--- src/rtl/ps2_pkg.sv ---
// Shared PS/2 key-event layout, modifier scancodes and status word field offsets.
package ps2_pkg;

  localparam int unsigned KEY_EVT_W = 10;
  localparam int unsigned SC_W      = 8;
  localparam int unsigned EVT_EXT   = 9;
  localparam int unsigned EVT_BRK   = 8;

  localparam logic [SC_W-1:0] SC_LSHIFT = 8'h12;
  localparam logic [SC_W-1:0] SC_RSHIFT = 8'h59;
  localparam logic [SC_W-1:0] SC_CTRL   = 8'h14;
  localparam logic [SC_W-1:0] SC_ALT    = 8'h11;
  localparam logic [SC_W-1:0] SC_CAPS   = 8'h58;

  localparam int unsigned SW_OVF      = 31;
  localparam int unsigned SW_FULL     = 30;
  localparam int unsigned SW_EMPTY    = 29;
  localparam int unsigned SW_CAPS     = 28;
  localparam int unsigned SW_ALT      = 27;
  localparam int unsigned SW_CTRL     = 26;
  localparam int unsigned SW_SHIFT    = 25;
  localparam int unsigned SW_CNT_LSB  = 16;
  localparam int unsigned SW_CNT_W    = 9;
  localparam int unsigned SW_DATA_LSB = 0;

  typedef struct packed {
    logic            ext;
    logic            brk;
    logic [SC_W-1:0] sc;
  } key_evt_t;

endpackage

--- src/rtl/sync_fifo.sv ---
// First-word-fall-through FIFO; push/pop are requests, qualified internally against full/empty.
module sync_fifo #(
  parameter int unsigned WIDTH  = 10,
  parameter int unsigned DEPTH  = 16,
  parameter int unsigned ADDR_W = 4
) (
  input  logic              clk,
  input  logic              rst,
  input  logic              push,
  input  logic              pop,
  input  logic [WIDTH-1:0]  wr_data,
  output logic [WIDTH-1:0]  rd_data,
  output logic              empty,
  output logic              full,
  output logic [ADDR_W:0]   count
);

  localparam logic [ADDR_W:0] FULL_CNT = (ADDR_W+1)'(DEPTH);

  logic [WIDTH-1:0]  mem [DEPTH];
  logic [ADDR_W-1:0] wr_ptr;
  logic [ADDR_W-1:0] rd_ptr;
  logic              do_push;
  logic              do_pop;

  assign empty   = (count == '0);
  assign full    = (count == FULL_CNT);
  assign do_pop  = pop && !empty;
  assign do_push = push && (!full || do_pop);
  assign rd_data = empty ? '0 : mem[rd_ptr];

  // Storage carries no reset; validity is tracked by count alone.
  always_ff @(posedge clk) begin
    if (do_push) mem[wr_ptr] <= wr_data;
  end

  always_ff @(posedge clk or negedge rst) begin
    if (!rst) begin
      wr_ptr <= '0;
      rd_ptr <= '0;
      count  <= '0;
    end else begin
      if (do_push) wr_ptr <= wr_ptr + ADDR_W'(1);
      if (do_pop)  rd_ptr <= rd_ptr + ADDR_W'(1);
      case ({do_push, do_pop})
        2'b10:   count <= count + (ADDR_W+1)'(1);
        2'b01:   count <= count - (ADDR_W+1)'(1);
        default: count <= count;
      endcase
    end
  end

endmodule

--- src/rtl/ps2_key_buffer.sv ---
// Queues decoded PS/2 key events for the CPU, tracks modifier state and packs the MMIO status word.
module ps2_key_buffer
  import ps2_pkg::*;
#(
  parameter int unsigned DEPTH  = 16,
  parameter int unsigned ADDR_W = 4
) (
  input  logic                 clk,
  input  logic                 rst,
  input  logic                 key_valid,
  input  logic [KEY_EVT_W-1:0] key_code,
  input  logic                 rd,
  input  logic                 clr_ovf,
  output logic [KEY_EVT_W-1:0] rd_data,
  output logic                 empty,
  output logic                 full,
  output logic [ADDR_W:0]      count,
  output logic                 overflow,
  output logic                 shift,
  output logic                 ctrl,
  output logic                 alt,
  output logic                 caps_lock,
  output logic [31:0]          status_word
);

  key_evt_t evt;
  logic     drop;
  logic     lshift_held;
  logic     rshift_held;
  logic     caps_held;

  assign evt = key_code;

  sync_fifo #(
    .WIDTH  (KEY_EVT_W),
    .DEPTH  (DEPTH),
    .ADDR_W (ADDR_W)
  ) u_fifo (
    .clk     (clk),
    .rst     (rst),
    .push    (key_valid),
    .pop     (rd),
    .wr_data (key_code),
    .rd_data (rd_data),
    .empty   (empty),
    .full    (full),
    .count   (count)
  );

  // A full FIFO only makes room when the same cycle pops (full implies non-empty).
  assign drop = key_valid && full && !rd;

  always_ff @(posedge clk or negedge rst) begin
    if (!rst) begin
      overflow <= 1'b0;
    end else if (drop) begin
      overflow <= 1'b1;
    end else if (clr_ovf) begin
      overflow <= 1'b0;
    end
  end

  // Tracker observes every strobed event, dropped or not.
  always_ff @(posedge clk or negedge rst) begin
    if (!rst) begin
      lshift_held <= 1'b0;
      rshift_held <= 1'b0;
      ctrl        <= 1'b0;
      alt         <= 1'b0;
      caps_lock   <= 1'b0;
      caps_held   <= 1'b0;
    end else if (key_valid) begin
      if (!evt.ext && evt.sc == SC_LSHIFT) lshift_held <= !evt.brk;
      if (!evt.ext && evt.sc == SC_RSHIFT) rshift_held <= !evt.brk;
      if (evt.sc == SC_CTRL) ctrl <= !evt.brk;
      if (evt.sc == SC_ALT)  alt  <= !evt.brk;
      if (!evt.ext && evt.sc == SC_CAPS) begin
        if (evt.brk) begin
          caps_held <= 1'b0;
        end else if (!caps_held) begin
          caps_lock <= !caps_lock;
          caps_held <= 1'b1;
        end
      end
    end
  end

  assign shift = lshift_held | rshift_held;

  always_comb begin
    status_word                                  = '0;
    status_word[SW_OVF]                          = overflow;
    status_word[SW_FULL]                         = full;
    status_word[SW_EMPTY]                        = empty;
    status_word[SW_CAPS]                         = caps_lock;
    status_word[SW_ALT]                          = alt;
    status_word[SW_CTRL]                         = ctrl;
    status_word[SW_SHIFT]                        = shift;
    status_word[SW_CNT_LSB +: SW_CNT_W]          = SW_CNT_W'(count);
    status_word[SW_DATA_LSB +: KEY_EVT_W]        = rd_data;
  end

endmodule

--- config.mk ---
export PLATFORM = sky130hd
export DESIGN_NAME = ps2_key_buffer
export DESIGN_NICKNAME = d
export VERILOG_FILES = /design/src/rtl/ps2_pkg.sv /design/src/rtl/sync_fifo.sv /design/src/rtl/ps2_key_buffer.sv
export SDC_FILE = /design/constraint.sdc
export NUM_CORES = 1
export LEC_CHECK = 0
export BUFFER_PORTS_ARGS = -buffer_cell sky130_fd_sc_hd__buf_4
export CAP_MARGIN = 20
export CORE_UTILIZATION = 50
export DETAILED_ROUTE_END_ITERATION = 10
export HOLD_SLACK_MARGIN = 0.05
export PLACE_DENSITY = 0.69
export SKIP_LAST_GASP = 1
export SYNTH_ARGS = -nofsm -noshare
export SYNTH_HDL_FRONTEND = slang
export SYNTH_SLANG_ARGS = --single-unit
export TNS_END_PERCENT = 1
--- constraint.sdc ---
create_clock -name clk -period 3.6 [get_ports clk]
set_input_delay 0.36 -clock clk [delete_from_list [all_inputs] [get_ports clk]]
set_output_delay 0.36 -clock clk [all_outputs]
set_load 0.02 [all_outputs]
---- Word-level counts from Yosys, hierarchy flattened ----
Memories as Yosys holds them, arrays and structs flattened.
Index checks and enable logic that the tools add are counted.
storage, ports and cells
  register bits after elaboration ......... 20
  memory bits (writable) .................. 160
  input bits .............................. 15
  output and inout bits ................... 54
  word-level logic and storage cells ...... 56
  memories kept ........................... 1
memory list
  memory      words  width  read ports  clocked after memory_dff  wr ports  RTL line         source
  u_fifo.mem  16     10     1           0                         1         sync_fifo.sv:20  logic [WIDTH-1:0] mem [DEPTH];
cells by class
  add/sub/neg operators ................... 4
  equality and inequality tests ........... 8
  mux-type cells .......................... 7
  bitwise logic cells ..................... 3
  reductions and logical operators ........ 23
operator list
  cell                   number
  $eq A8 B5 Y1 const B   3
  $eq A8 B7 Y1 const B   2
  $mux W10               1
  $pmux W5 S2            1
  $reduce_and A2 Y1      5
  $add A4 B1 Y4 const B  2
  $logic_and A1 B1 Y1    7
  $logic_not A1 Y1       6
  $add A5 B1 Y5 const B  1
  $eq A5 B5 Y1 const B   1
  $logic_not A5 Y1       1
  $mux W1                5
  $sub A5 B1 Y5 const B  1
  $reduce_and A4 Y1      1
  $reduce_bool A2 Y1     2
  $eq A2 B1 Y1 const B   1
  $eq A2 B2 Y1 const B   1
  $not A1 Y1             2
  $logic_or A1 B1 Y1     1
  $or A1 B1 Y1           1

---- Longest topological paths before layout ----
Gate-level depths: netlist (run 1).
  word-level depth ........................ 7
  mapped depth ............................ 10

---- By module ----
From an unflattened synthesis (run 1), not the netlist that was laid out.
unflattened totals
  cell total of the unflattened synthesis .. 421
  area total of the unflattened synthesis .. 7696.1 um^2
modules (own cells, without submodules)
  module          instances  cells each  area an instance (um^2)
  sync_fifo       1          352         7071.8
  ps2_key_buffer  1          69          624.3

---- Worst setup path after synthesis (run 1) ----
No wires, ideal clock.
  path kind ............................... register to register
  from .................................... register u_fifo.count[1]
  to ...................................... register u_fifo.count[4]
  arrival time ............................ 2.609 ns
  data required time ...................... 3.516 ns
  setup slack ............................. 0.907 ns
  cell stages (with the launch flop) ...... 10
  path buffers ............................ 2
  clock period less this slack ............ 2.693 ns
  path through ............................ dfrtp_1 -> buf_6 -> or4_4 -> buf_6 -> o21ai_4 -> o31ai_1 -> ha_1 -> or4_1 -> o41a_1 -> o21ai_0
between the ends
  longest elaborated chain between the ends .. 7
  elaborated cells between the ends (all ways) .. 13
  those cells by class .................... add/sub (2); eq/ne (3); mux (1); reduce/logical (7)
ends and longest elaborated chain
  what                                                      RTL line         source
  start, declared                                           sync_fifo.sv:15  output logic [ADDR_W:0] count
  start signal, assigned                                    sync_fifo.sv:46  2'b10: count <= count + (ADDR_W+1)'(1);
  start signal, assigned                                    sync_fifo.sv:47  2'b01: count <= count - (ADDR_W+1)'(1);
  start signal, assigned                                    sync_fifo.sv:48  default: count <= count;
  $logic_not A5 Y1                                          sync_fifo.sv:26  assign empty = (count == '0);
  $logic_not A1 Y1                                          sync_fifo.sv:28  assign do_pop = pop && !empty;
  $logic_and A1 B1 Y1                                       sync_fifo.sv:28
  $logic_or A1 B1 Y1                                        sync_fifo.sv:29  assign do_push = push && (!full || do_pop);
  $logic_and A1 B1 Y1                                       sync_fifo.sv:29
  $eq A2 B1 Y1 / $eq A2 B2 Y1 (equally long branches)       sync_fifo.sv:45  case ({do_push, do_pop})
  $pmux W5 S2 / $reduce_bool A2 Y1 (equally long branches)  --
Parallel ways exist; a longest one is shown, timed or not.
A chain may end at the register's enable or synchronous reset.

---- Worst setup path after layout (run 1) ----
  from .................................... register u_fifo.rd_ptr[1]
  to ...................................... output status_word[4]
between the ends
  longest elaborated chain between the ends .. 2
ends and longest elaborated chain
  what                    RTL line              source
  start, declared         sync_fifo.sv:22       logic [ADDR_W-1:0] rd_ptr;
  start signal, assigned  sync_fifo.sv:44       if (do_pop) rd_ptr <= rd_ptr + ADDR_W'(1);
  $mem_v2 Z16 W10         --
  $mux W10                sync_fifo.sv:30       assign rd_data = empty ? '0 : mem[rd_ptr];
  end, declared           ps2_key_buffer.sv:23  output logic [31:0] status_word
Every way passes these cells.

==> results of run 1 <==
[worst min path at each step]
stage            start   endpoint  depth (start not counted)
2_1_floorplan      rst        alt                          0
3_3_place_gp       rst  caps_lock                          1
3_5_place_dp       rst  caps_lock                          1
4_1_cts        clr_ovf   overflow                          3
5_1_grt        clr_ovf   overflow                          3
6_report       clr_ovf   overflow                          3
[registers in the layout, indices dropped and copies added (netlist names)]
name           flops
u_fifo.mem       160
u_fifo.count       5
u_fifo.rd_ptr      4
u_fifo.wr_ptr      4
alt                1
caps_held          1
caps_lock          1
ctrl               1
lshift_held        1
overflow           1
rshift_held        1
[critical path: cells and delay by family, from the launching register on]
family          cells  cell delay [ps]
mux                 2              840
buf+inv             2              530
compound gates      2              450
flops               1              380
[layout by cell type, fill, tap and decap left out, types with 6 or more instances in the layout]
master | netlist | final
sky130_fd_sc_hd__nand2_1 | 7 | 7
sky130_fd_sc_hd__nand3_1 | 6 | 6
sky130_fd_sc_hd__and2_1 | 9 | 9
sky130_fd_sc_hd__clkbuf_16 | 0 | 18
sky130_fd_sc_hd__mux2i_1 | 15 | 15
sky130_fd_sc_hd__ha_1 | 6 | 6
sky130_fd_sc_hd__o21ai_0 | 16 | 16
sky130_fd_sc_hd__clkbuf_8 | 0 | 6
sky130_fd_sc_hd__a21oi_1 | 13 | 13
sky130_fd_sc_hd__conb_1 | 1 | 10
sky130_fd_sc_hd__dfrtp_1 | 20 | 18
sky130_fd_sc_hd__nor2_1 | 8 | 8
sky130_fd_sc_hd__mux4_2 | 40 | 40
sky130_fd_sc_hd__buf_4 | 34 | 68
sky130_fd_sc_hd__mux2_2 | 11 | 11
sky130_fd_sc_hd__inv_1 | 14 | 14
sky130_fd_sc_hd__edfxtp_1 | 160 | 160
[metrics by stage]
step / setup slack (ps) / power [uW] / utilization
5_1_grt: 458 / 7570 / 0.593
3_5_place_dp: 941 / 5560 / 0.553
3_3_place_gp: 989 / 5520 / 0.553
2_1_floorplan: 907 / 4760 / -
4_1_cts: 566 / 7310 / 0.593
6_report: 607 / 7260 / 0.593
[cells by family (layout without fill, tap and decap cells)]
| family | count (synthesis) | in the layout | synth area share |
|---|---|---|---|
| buffers and inverters | 70 | 117 | 0.0545 |
| other | 1 | 10 | 0.000489 |
| and+or+nand+nor | 55 | 55 | 0.0429 |
| muxes | 66 | 66 | 0.153 |
| xor gates and xnor gates | 9 | 9 | 0.0103 |
| adders and majority gates | 6 | 6 | 0.00979 |
| AOI/OAI and AO/OA | 44 | 44 | 0.0367 |
| DFF | 180 | 180 | 0.692 |
[where the power goes]
part | internal [uW] | switching, uW
logic | 1230 | 1470
clock network | 1030 | 726
registers | 2530 | 265
total | 4800 | 2460
[final cells by class]
class	instances	area, um^2
fillers	1082	6010
flip-flops and latches	180	5310
multi-input cells	190	2020
repair buffers	71	561
clock buffers	25	537
well taps	184	230
inverters	14	52.6
clock inverters	7	40.0
[metal layers]
layer | global-route usage | wire length [um]
met1 | 0.267 | 6390
met2 | 0.332 | 7360
met3 | 0.0374 | 729
met4 | 0.0787 | 234
met5 | 0 | 0
[timing repair]
item,4_1_cts,5_1_grt
gates resized for setup,0,0
hold endpoints to repair,20,0
hold buffers,1,0
==> qor.yml, run 1 <==
synth.top_cells.by_area: "sky130_fd_sc_hd__edfxtp_1 (63%), sky130_fd_sc_hd__mux4_2 (12%), sky130_fd_sc_hd__dfrtp_1 (6.5%)"
timing_max_transition_violations_final: 0
clk_transition_reported_paths_ps: 60
place_congestion: 0.783
worst_pin_slew_ps: 916
cts_htree_levels: 4
final.setup.tns_ps: 0
postCtsSetupRepairBufs: 0
yosys.cell_count.top_type: "sky130_fd_sc_hd__edfxtp_1"
r2r.worst_path.cells: 7
finalHoldViolations: 0
detailedRoute.firstIterationViolations: 341
cts-root-buf: "sky130_fd_sc_hd__clkbuf_16"
standby_leakage_power_uw: 0.00307
totalWireLength_um: 14700
die_area_um2: 15800
setup_repair_after_global_routing_missed_its_margin: "no"
antenna_found_initial: 0
clock-skew-final_ps: 7.65
number_of_global_route_vias_before_repair: 3989
grt_max_degree: 28
dpl_cell_area_um2: 8160
cpPeakStageDelay_ps: 560
synth_top_area_share: 0.627
synthesis.yosys.warnings: 0
route.detailed.drc: 0
worst_path_most_repeated_cell: "sky130_fd_sc_hd__buf_4"
sequential_to_total_area_share_from_yosys_stat: 0.692
worst_skew_pair.late_latency_ps: 430
synth.ff_latch_count: 180
end_kind: "primary output"
timing.final.crit_period_ps: 2990
setup_viol_count_final: 0
worst_hold_path_type: "primary input to flop"
final_worst_path_cycle_share: 0.831
track_usage: 0.201
place.detailed.hpwl_um: 9330
finalNetCount: 495
synth_edf_count: 160
area_delta_synth_final_pct: 14.1
globalRoute.totalOverflow: 0
clock-sinks: 180
stdcell_area_um2: 8750
timing.rr.end: "u_fifo.count[4]"
ctsLongestPathBuffers: 2
port-buffer-count: 58
postSynthCellCount: 431
critPathCapture: "status_word[4]"
yosysTopAreaCell: "sky130_fd_sc_hd__edfxtp_1"
outcome: "completed"
vias: 3901
core-area_um2: 14800
layout.cells.non_filler: 671
top_cells_by_count_synth: "sky130_fd_sc_hd__edfxtp_1 (160), sky130_fd_sc_hd__mux4_2 (40), sky130_fd_sc_hd__buf_4 (34)"
n_antenna_cell: 0
cts_buffers: 17
r2r_start: "u_fifo.count[1]"
tritoncts: "yes"
reg2reg_setup_slack_ps: 900
finalHoldWorstSlack_ps: 230
drv_cap: 0
yosys_most_used_dff: "sky130_fd_sc_hd__edfxtp_1"
worst_ep_required_time_ps: 3240
cp-start-kind: "flop"
placed_cells_incl_taps: 638
floorplan.die.width_um: 126
chain_of_cells_forming_the_critical_path: "buf_4 -> mux4_2 -> mux2_2 -> o21ai_0 -> a21oi_1 -> buf_4"
async_flop_share: 0.111
initial_utilization: 0.520
irDropWorstVdd_mv: 0.453
fraction_of_layout_cells_with_a_size_suffix_above_1: 0.337
detail-route-antenna-nets: 0
grt_first_pass_wirelength_um: 22700
routed_wirelength_normalized_by_instance_count_um: 21.9
route.detailed.vias_per_inst: 5.81
pin_count: 69
timing.slew.headroom: 0.389
cp_slowest_cell: "sky130_fd_sc_hd__mux4_2"
crit_type: "flop to primary output"
drt_pre_antenna_iters: 4
synth_area_um2: 7670
row_count: 44
crit_arrival_ps: 2630
critical_path_peak_fanout: 16
cellPowerDensity_nw_per_um2: 829
synth.avg_cell_area_um2: 17.8
synthDistinctLibCells: 45
max_clock_freq_mhz: 334
die_height_um: 126
critical_path.startpoint: "u_fifo.rd_ptr[1]"
No activity file was read; power rests on OpenSTA's default activity.
==> inputs of run 2 (changes only) <==
PLACE_DENSITY = 0.72   (was 0.69)
clock period = 2.7 ns   (was 3.6 ns; I/O delays follow)
==> run 2 against run 1 <==
  * Via count grew 3.8%
  * Sequential share of layout area fell by 0.91 points
  * Core utilization grew 0.90 points
  * Clock skew is 2.1 ps lower
  * Design area increased by 1.5%
  * Worst hold slack worse by 92 ps
  * Critical path depth is the same
  * First-iteration DRC count rose by 2.6%
  * Critical path type unchanged
  * Largest cell class unchanged
==> qor.yml, run 2 (synthesized netlist as in run 1, its figures left out) <==
outcome: "completed"
end_kind: "primary output"
dpl_cell_area_um2: 8250
timing.final.crit_period_ps: 2650
setup_repair_after_global_routing_missed_its_margin: "yes"
cp_slowest_cell: "sky130_fd_sc_hd__mux4_2"
route.detailed.vias_per_inst: 5.90
vias: 4051
timing_max_transition_violations_final: 0
power_frac_comb: 0.393
die_area_um2: 15800
globalRoute.totalOverflow: 0
switching_share: 0.336
registers.top_by_ff_count: "u_fifo.mem"
cellPowerDensity_nw_per_um2: 1120
floorplan.die.width_um: 126
stdcell_area_um2: 8880
initial_utilization: 0.520
power.share.sequential: 0.366
worst_ep_required_time_ps: 2430
place.detailed.hpwl_um: 9760
cts_htree_levels: 4
number_of_global_route_vias_before_repair: 4115
core-area_um2: 14800
finalHoldViolations: 0
worst_pin_slew_ps: 730
clk_transition_reported_paths_ps: 60
port-buffer-count: 58
multi_input_area_um2: 2010
critical_path.top_delay_family: "multiplexers"
worst_hold_path_type: "primary input to flop"
cts_buffers: 17
setup_viol_count_final: 0
pin_count: 69
grt_first_pass_wirelength_um: 23500
final_core_utilization: 0.602
fraction_of_layout_cells_with_a_size_suffix_above_1: 0.358
power.internal_uw: 6600
row_count: 44
worst_path_buffer_plus_inverter_count: 2
ctsLongestPathBuffers: 2
detailedRoute.firstIterationViolations: 350
chain_of_cells_forming_the_critical_path: "buf_6 -> mux4_2 -> mux2_2 -> o21ai_0 -> a21oi_1 -> buf_4"
layout.cells.non_filler: 687
mostFrequentLayoutCell: "sky130_fd_sc_hd__edfxtp_1"
final.setup.tns_ps: 0
cp-start-kind: "flop"
final.setup.worst_slack_ps: 49.3
clkPwrFrac: 0.241
totalWireLength_um: 15400
largest_reg_flops: 160
die_height_um: 126
clock-sinks: 180
fillers: 1072
crit_type: "flop to primary output"
grt_max_degree: 34
n_antenna_cell: 0
reg.largest.list: "u_fifo.mem (160), u_fifo.count (5)"
p_switching_uw: 3330
detail-route-antenna-nets: 0
routed_wirelength_normalized_by_instance_count_um: 22.4
tritoncts: "yes"
dpl_worst_slack_ps: 253
place_congestion: 0.821
cts-root-buf: "sky130_fd_sc_hd__clkbuf_16"
irDropWorstVdd_mv: 0.775
finalNetCount: 511
critical_path_peak_fanout: 10
antenna_found_initial: 0
final-seq-area_um2: 5310
drv_cap: 0
placed_cells_incl_taps: 652
max_clock_freq_mhz: 377
crit_arrival_ps: 2380
drt_pre_antenna_iters: 5
timing.slew.headroom: 0.513
area_delta_synth_final_pct: 15.8
worst_skew_pair.late_latency_ps: 430
track_usage: 0.207
layout.cells.most_common_list: "sky130_fd_sc_hd__edfxtp_1 (160), sky130_fd_sc_hd__buf_4 (82), sky130_fd_sc_hd__mux4_2 (40)"
standby_leakage_power_uw: 0.00315
cpPeakStageDelay_ps: 510
clock-skew-final_ps: 5.57
final_worst_path_cycle_share: 0.982
route.detailed.drc: 0
## run 2: worst paths after layout
kind                               endpoint  cells after the start  slack [ps]             start
hold / removal                     overflow                      3         140           clr_ovf
setup reg to reg            u_fifo.count[4]                      7         210   u_fifo.count[1]
hold reg to reg                 rshift_held                      2         490       rshift_held
setup / recovery             status_word[8]                      6          50  u_fifo.rd_ptr[1]
max in group asynchronous  u_fifo.rd_ptr[1]                      2        2190               rst
min in group asynchronous         caps_held                      2         270               rst
## run 2: worst reg2reg max path: stages, from the launching register on
cell and delay, ps:
sky130_fd_sc_hd__dfrtp_1 380, sky130_fd_sc_hd__or4_4 610, sky130_fd_sc_hd__o21ai_4 150, sky130_fd_sc_hd__o31ai_1 90, sky130_fd_sc_hd__ha_1 240, sky130_fd_sc_hd__or4_1 450
sky130_fd_sc_hd__o311ai_0 300, sky130_fd_sc_hd__o21ai_0 130
## run 2: what timing repair did
| item | in CTS | in global routing |
|---|---|---|
| gates resized for setup | 2 | 11 |
| hold buffers | 1 | 0 |
| endpoints found under the hold margin | 20 | 0 |
| gates cloned | 0 | 1 |
| setup buffers | 0 | 1 |
| setup endpoints to repair | 20 | 20 |
## run 2: per-layer routing
layer	global-route usage	share of wire	vias up
li1	-	-	1773
met1	0.271	0.42	2088
met2	0.344	0.50	171
met3	0.0472	0.061	19
met4	0.0730	0.015	0
met5	0	0	-
## run 2: cell type report
type	count	share of cell area
multi-input combinational	190	0.227
inverter	14	0.00592
timing repair buffer	87	0.0790
sequential	180	0.598
tap	184	0.0259
clock inverter	13	0.0158
clock buffer	19	0.0488
## run 2: power by group through the flow
stage / Combinational [uW] / Clock, uW / Sequential [uW]
after global placement: 3770 / 0 / 3660
final: 3910 / 2390 / 3640
after detailed placement: 3820 / 0 / 3690
after global routing: 4160 / 2540 / 3670
after floorplan: 2750 / 0 / 3590
after CTS: 3850 / 2430 / 3630
## run 2: metrics by stage
stage | total power (uW) | hold slack, ps
after floorplan | 6340 | -25.6
after global placement | 7430 | 166
after detailed placement | 7500 | 171
after CTS | 9910 | 124
after global routing | 10400 | 138
final | 9940 | 138
